$ cat src/rtl/fifo_unpack_pkg.sv
// Shared types and helpers for fifo_unpack: FSM state type, counter sizing
// and the beat-index mapping that implements LSB-first / MSB-first slicing.
package fifo_unpack_pkg;

   typedef enum logic {
      IDLE  = 1'b0,
      SHIFT = 1'b1
   } fifo_unpack_state_e;

   // Bits needed to hold values 0..value-1 (at least 1 bit).
   function automatic int unsigned vbits(input int unsigned value);
      return (value <= 1) ? 1 : $clog2(value);
   endfunction

   // Which OutWidth-wide slice of the held word is emitted as beat 'cnt'.
   // LSB-first: beat 0 is slice 0; MSB-first: beat 0 is the top slice.
   function automatic int unsigned beat_idx(input int unsigned cnt,
                                            input int unsigned ratio,
                                            input bit          msb_first);
      return msb_first ? (ratio - 1 - cnt) : cnt;
   endfunction

endpackage

$ cat src/rtl/fifo_unpack.sv
// fifo_unpack: pops InWidth-bit words from a FIFO read port and replays each
// as Ratio = InWidth/OutWidth narrow beats on a valid/ready output, one beat
// per cycle with no bubble between consecutive words.
// InWidth must be an integer multiple of OutWidth with Ratio >= 2.
// Optional feature: define FIFO_UNPACK_PARTIAL_EN to add in_beats_i, giving a
// per-word beat count (0 or > Ratio means a full word).
module fifo_unpack
   import fifo_unpack_pkg::*;
#(
   parameter int unsigned InWidth  = 32,
   parameter int unsigned OutWidth = 8,
   parameter bit          MsbFirst = 1'b0,
   localparam int unsigned Ratio   = InWidth / OutWidth,
   localparam int unsigned CntW    = fifo_unpack_pkg::vbits(Ratio + 1)
) (
   input  logic                clk_i,
   input  logic                rst_ni,
   input  logic                clr_i,
   input  logic                in_valid_i,
   output logic                in_ready_o,
   input  logic [InWidth-1:0]  in_data_i,
`ifdef FIFO_UNPACK_PARTIAL_EN
   input  logic [CntW-1:0]     in_beats_i,
`endif
   output logic                out_valid_o,
   input  logic                out_ready_i,
   output logic [OutWidth-1:0] out_data_o,
   output logic                out_last_o,
   output logic                busy_o
);

   localparam logic [CntW-1:0] RatioBeats = CntW'(Ratio);

   fifo_unpack_state_e state_q, state_d;
   logic [InWidth-1:0] data_q, data_d;
   logic [CntW-1:0]    cnt_q, cnt_d;
   logic [CntW-1:0]    num_beats;
   logic [31:0]        cnt_ext;
   logic               under_rst_q;
   logic               last_beat;
   logic               beat_fire;
   logic               word_fire;

`ifdef FIFO_UNPACK_PARTIAL_EN
   logic [CntW-1:0]    num_q, num_d;
   assign num_beats = num_q;
`else
   assign num_beats = RatioBeats;
`endif

   // Handshake and output decode; everything derives from registered state
   // so the first beat of a word appears one cycle after the pop.
   assign busy_o      = (state_q == SHIFT);
   assign out_valid_o = busy_o & ~under_rst_q;
   assign last_beat   = busy_o & (cnt_q == num_beats - 1'b1);
   assign out_last_o  = last_beat;
   assign beat_fire   = out_valid_o & out_ready_i;
   // Pop only when empty, or when the last beat leaves this cycle (no bubble);
   // a flush cycle never pops.
   assign in_ready_o  = ~under_rst_q & ~clr_i & (~busy_o | (beat_fire & last_beat));
   assign word_fire   = in_valid_i & in_ready_o;

   assign cnt_ext     = 32'(cnt_q);
   assign out_data_o  = busy_o
      ? OutWidth'(data_q >> (OutWidth * beat_idx(cnt_ext, Ratio, MsbFirst)))
      : '0;

   // Next-state: flush beats word load beats beat advance.
   always_comb begin
      // NOTE: every signal assigned here gets a default first so no path can
      // leave it unassigned and infer a latch.
      state_d = state_q;
      data_d  = data_q;
      cnt_d   = cnt_q;
      if (clr_i) begin
         state_d = IDLE;
         data_d  = '0;
         cnt_d   = '0;
      end else if (word_fire) begin
         state_d = SHIFT;
         data_d  = in_data_i;
         cnt_d   = '0;
      end else if (beat_fire) begin
         if (last_beat) begin
            state_d = IDLE;
            cnt_d   = '0;
         end else begin
            cnt_d = cnt_q + 1'b1;
         end
      end
   end

`ifdef FIFO_UNPACK_PARTIAL_EN
   // Capture the word's beat count; out-of-range counts mean a full word.
   always_comb begin
      num_d = num_q;
      if (!clr_i && word_fire) begin
         if (in_beats_i == '0 || in_beats_i > RatioBeats) begin
            num_d = RatioBeats;
         end else begin
            num_d = in_beats_i;
         end
      end
   end

   // Beat-count register; resets to a full word so num_q-1 never underflows.
   always_ff @(posedge clk_i or negedge rst_ni) begin
      if (!rst_ni) begin
         num_q <= RatioBeats;
      end else begin
         num_q <= num_d;
      end
   end
`endif

   // State registers; under_rst_q holds off both ports for the first cycle.
   always_ff @(posedge clk_i or negedge rst_ni) begin
      if (!rst_ni) begin
         // NOTE: the held word is a plain register, not a memory array, so
         // clearing it in reset is cheap and keeps out_data_o deterministic.
         state_q     <= IDLE;
         data_q      <= '0;
         cnt_q       <= '0;
         under_rst_q <= 1'b1;
      end else begin
         // NOTE: non-blocking assignments so every flop samples pre-edge values.
         state_q     <= state_d;
         data_q      <= data_d;
         cnt_q       <= cnt_d;
         under_rst_q <= 1'b0;
      end
   end

endmodule

$ cat config.mk
export PLATFORM = sky130hd
export DESIGN_NAME = fifo_unpack
export DESIGN_NICKNAME = d
export VERILOG_FILES = /design/src/rtl/fifo_unpack_pkg.sv /design/src/rtl/fifo_unpack.sv
export SDC_FILE = /design/constraint.sdc
export NUM_CORES = 1
export LEC_CHECK = 0
export ABC_AREA = 1
export BUFFER_PORTS_ARGS = -buffer_cell sky130_fd_sc_hd__buf_2
export CORE_UTILIZATION = 48
export DETAILED_ROUTE_END_ITERATION = 10
export HOLD_SLACK_MARGIN = 0.06
export PLACE_DENSITY = 0.75
export SLEW_MARGIN = 0
export SYNTH_ARGS = -nofsm -noshare
export SYNTH_HDL_FRONTEND = slang
export SYNTH_SLANG_ARGS = --single-unit
$ cat constraint.sdc
create_clock -name clk_i -period 1.3 [get_ports clk_i]
set_input_delay 0.13 -clock clk_i [delete_from_list [all_inputs] [get_ports clk_i]]
set_output_delay 0.13 -clock clk_i [all_outputs]
set_load 0.05 [all_outputs]
==> summary.md <==
| Metric | Value |
|---|---|
| Post-Synthesis Cells | 243 |
| Worst skew pair latency | 300 ps |
| RR Startpoint | cnt_q[0] |
| Share of the yosys chip area belonging to registers | 44.2% |
| # diodes | 0 |
| H-tree Lvls | 2 |
| Setup-failing EPs final | 46 |
| Slowest CP cell | dfrtp_1 |
| CP bufs+invs | 3 |
| RSZ-0062 raised after global routing | yes |
| Total global-route track usage | 24.4% |
| Stages on worst setup path | 6 |
| Failing checks | negative setup slack |
| Critical Path AT | 1560 ps |
| Compound-cell area share of the yosys netlist | 6.99% |
| Leakage power | 1.44 nW |
| Layout area overhead | 41.1% |
| Vias in the first global route | 1745 |
| CTS buffer count | 5 |
| Num rows | 23 |
| DIE AREA | 4630 µm² |
| NetSw | 1.07 mW |
| Fillers | 336 |
| Setup crit start kind | flop |
| Sequential Power Share | 37.2% |
| Num ports | 49 |
| Core area | 4090 µm² |
| Outcome | finished, violations left |
| Crit Path Max Fanout | 8 |
| Crit path max-delay family | buffers and inverters |
| Dpl cell area | 2570 µm² |
| Die width | 68.1 µm |
| Top cell by count, worst path | buf_6 |
| Number of vias per cell | 5.24 |
| Gate power share | 28.8% |
| Max incr delay on CP | 420 ps |
| Worst Setup SP | cnt_q[1] |
| Clock transition at path regs | 70 ps |
| Internal | 2.40 mW |
| Hold WC Path Type | in2reg |
| Wire per inst | 13.7 µm |
| Clock sinks | 37 |
| Adder-cell area share of the yosys netlist | 0.597% |
| Minimum clock period | 1690 ps |
| Power Total | 3.48 mW |
| VDD IR-drop max | 0.000807 V |
| Clock tree buffer depth | 2 |
| Power Density | 1180 nW/µm² |
| Via count of the routed design | 1914 |
| Initial antenna violation count | 0 |
| Commonest non-fill, non-tap cell in the layout | nand2_1 |
| Clk pwr share | 34.0% |
| Placed insts | 342 |
| Synth Cell Area | 2100 µm² |
| Slew Viols, Final | 0 |
| Drc violations | 0 |
| Uppermost routed layer | met4 |
| Most frequent cells in the layout | 39 x nand2_1, 38 x nand3_1, 37 x buf_2, 34 x dfrtp_1, 31 x nor2_1 |
| Simple-gate share of the synthesized area | 38.5% |
| First-pass GRT wire length | 8110 µm |
| Fraction of layout cells with a size suffix above 1 | 42.9% |
| R2R Setup Slk | -310 ps |
| Wire length on met2 | 2390 µm |
| Syn Nets | 281 |
| Largest net degree at the start of global routing | 25 |
| Yosys warnings | 0 |
| Max capacitance violation total | 0 |
| CP endpoint kind | primary output |
| Critical path cell sequence | buf_6 -> clkinvlp_4 -> nor2_1 -> o21ai_1 -> a21oi_4 -> buf_6 |
| Final hold violation count | 0 |
| Layout Nets | 352 |
| Setup crit end | out_data_o[3] |
| RR Endpoint | data_q[1] |
| Kind of critical path | reg2out |
| Synth Register Bits | 37 |
| Synth cell types | 24 |
| Main combinational cell family by area after synthesis | simple AND/OR/NAND/NOR gates |
| Hpwl dp | 3490 µm |
| Metal-1 WL | 2300 µm |
| Final worst-path cycle share | 130% |
| Fin cells | 365 |
| Die H | 68.1 µm |
| Final wirelength | 5010 µm |
| Worst Reg-to-Reg Cells | 8 |
| Clock Skews | 9.78 ps |
| Initial drt markers | 153 |
| Post-synthesis xor/xnor area fraction | 0.418% |
| Fmax | 0.593 GHz |
| Root Buffer | clkbuf_8 |
| Switching Share | 30.8% |
| Post-synthesis mux area share | 0% |
| Synth Area per Inst | 8.62 µm² |
| Required @ worst endpoint | 1170 ps |
| CTS tree | yes |
| Initial Util | 51.3% |
| Final worst slack | -385 ps |
| Finished layout cell area | 2960 µm² |
| IO buf count | 48 |
| Gpl congestion | 0.806 |
| Wire length on met3 | 223 µm |
| Detail Route Antenna Nets | 0 |
| Grt ovf | 0 |
| Drt pass-1 iters | 4 |
-- sequential cells by signal (all words and copies together), names as in the netlist --
signal,flops
data_q,32
cnt_q,3
busy_o,1
under_rst_q,1
-- synth_stat cells (all sizes together) --
master / number / area (µm²)
clkbuf: 4 / 15.0
buf: 15 / 138
o211ai: 1 / 7.51
inv: 9 / 33.8
o21ai: 16 / 80.1
dfrtp: 36 / 901
clkinv: 1 / 3.75
a21oi: 8 / 40.0
nand2: 40 / 153
nand4: 3 / 18.8
conb: 1 / 3.75
nor2: 35 / 131
ha: 1 / 12.5
nand3: 69 / 495
xor2: 1 / 8.76
o21bai: 1 / 18.8
and2: 1 / 8.76
dfstp: 1 / 26.3
-- tightest hold or removal path, cell delays in order --
cell and delay [ps]:
buf_2 80, nand3_2 60, nand2_1 50
-- per-stage QoR --
step / setup TNS [ps] / setup slack, ps / hold WS, ps / util [%]
after detailed placement: -7910 / -206 / 53.1 / 62.8
after floorplan: -4300 / -212 / -166 / -
after CTS: -12210 / -365 / 60.7 / 71.9
after global routing: -15580 / -443 / 66.0 / 72.4
after global placement: -7140 / -182 / 47.5 / 62.8
final: -12250 / -385 / 63.5 / 72.4
-- cell families (layout without fill, tap and decap cells) --
family,count (synthesis),in the layout
flip-flops,37,37
adder cells (fa/ha/maj),1,1
AND/OR/NAND/NOR,148,148
AO/OA/AOI/OAI,26,26
buffers and inverters,29,101
XOR/XNOR,1,1
other,1,1
-- how the worst min path moves through the flow --
stage               cells after the start    endpoint          start
finish                                  3  data_q[29]  in_data_i[29]
global route                            3  data_q[31]  in_data_i[31]
CTS                                     3  data_q[21]  in_data_i[21]
detailed placement                      1   data_q[4]         rst_ni
global placement                        1   data_q[4]         rst_ni
floorplan                               0      busy_o         rst_ni
-- what timing repair did --
item / CTS / global route
endpoints found under the setup margin: 47 / 47
setup buffers: 1 / 1
endpoints found under the hold margin: 49 / 0
resized for setup: 39 / 8
hold buffers: 13 / 0
pin swaps: 3 / 1
-- power groups by stage --
stage / sequential (mW) / clock [mW] / combinational (mW)
floorplan: 1.30 / 0 / 0.603
global placement: 1.31 / 0 / 0.867
detailed placement: 1.31 / 0 / 0.879
CTS: 1.29 / 1.19 / 0.985
global route: 1.30 / 1.26 / 1.09
finish: 1.29 / 1.18 / 1.00
-- layout make-up --
class | instances | area [µm²] | share of cell area (%)
clock buffer | 5 | 68.8 | 2.33
tap | 50 | 62.6 | 2.12
timing repair buffer | 83 | 683 | 23.1
inverter | 10 | 43.8 | 1.48
sequential | 37 | 930 | 31.4
clock inverter | 3 | 65.1 | 2.20
multi-input combinational | 177 | 1100 | 37.4
-- layer usage --
metal | vias up | track usage, %
met3 | 9 | 5.00
met2 | 55 | 38.8
li1 | 952 | -
met1 | 898 | 32.4
met5 | - | 0
met4 | 0 | 9.64
Power figures use the tool's default switching activity.
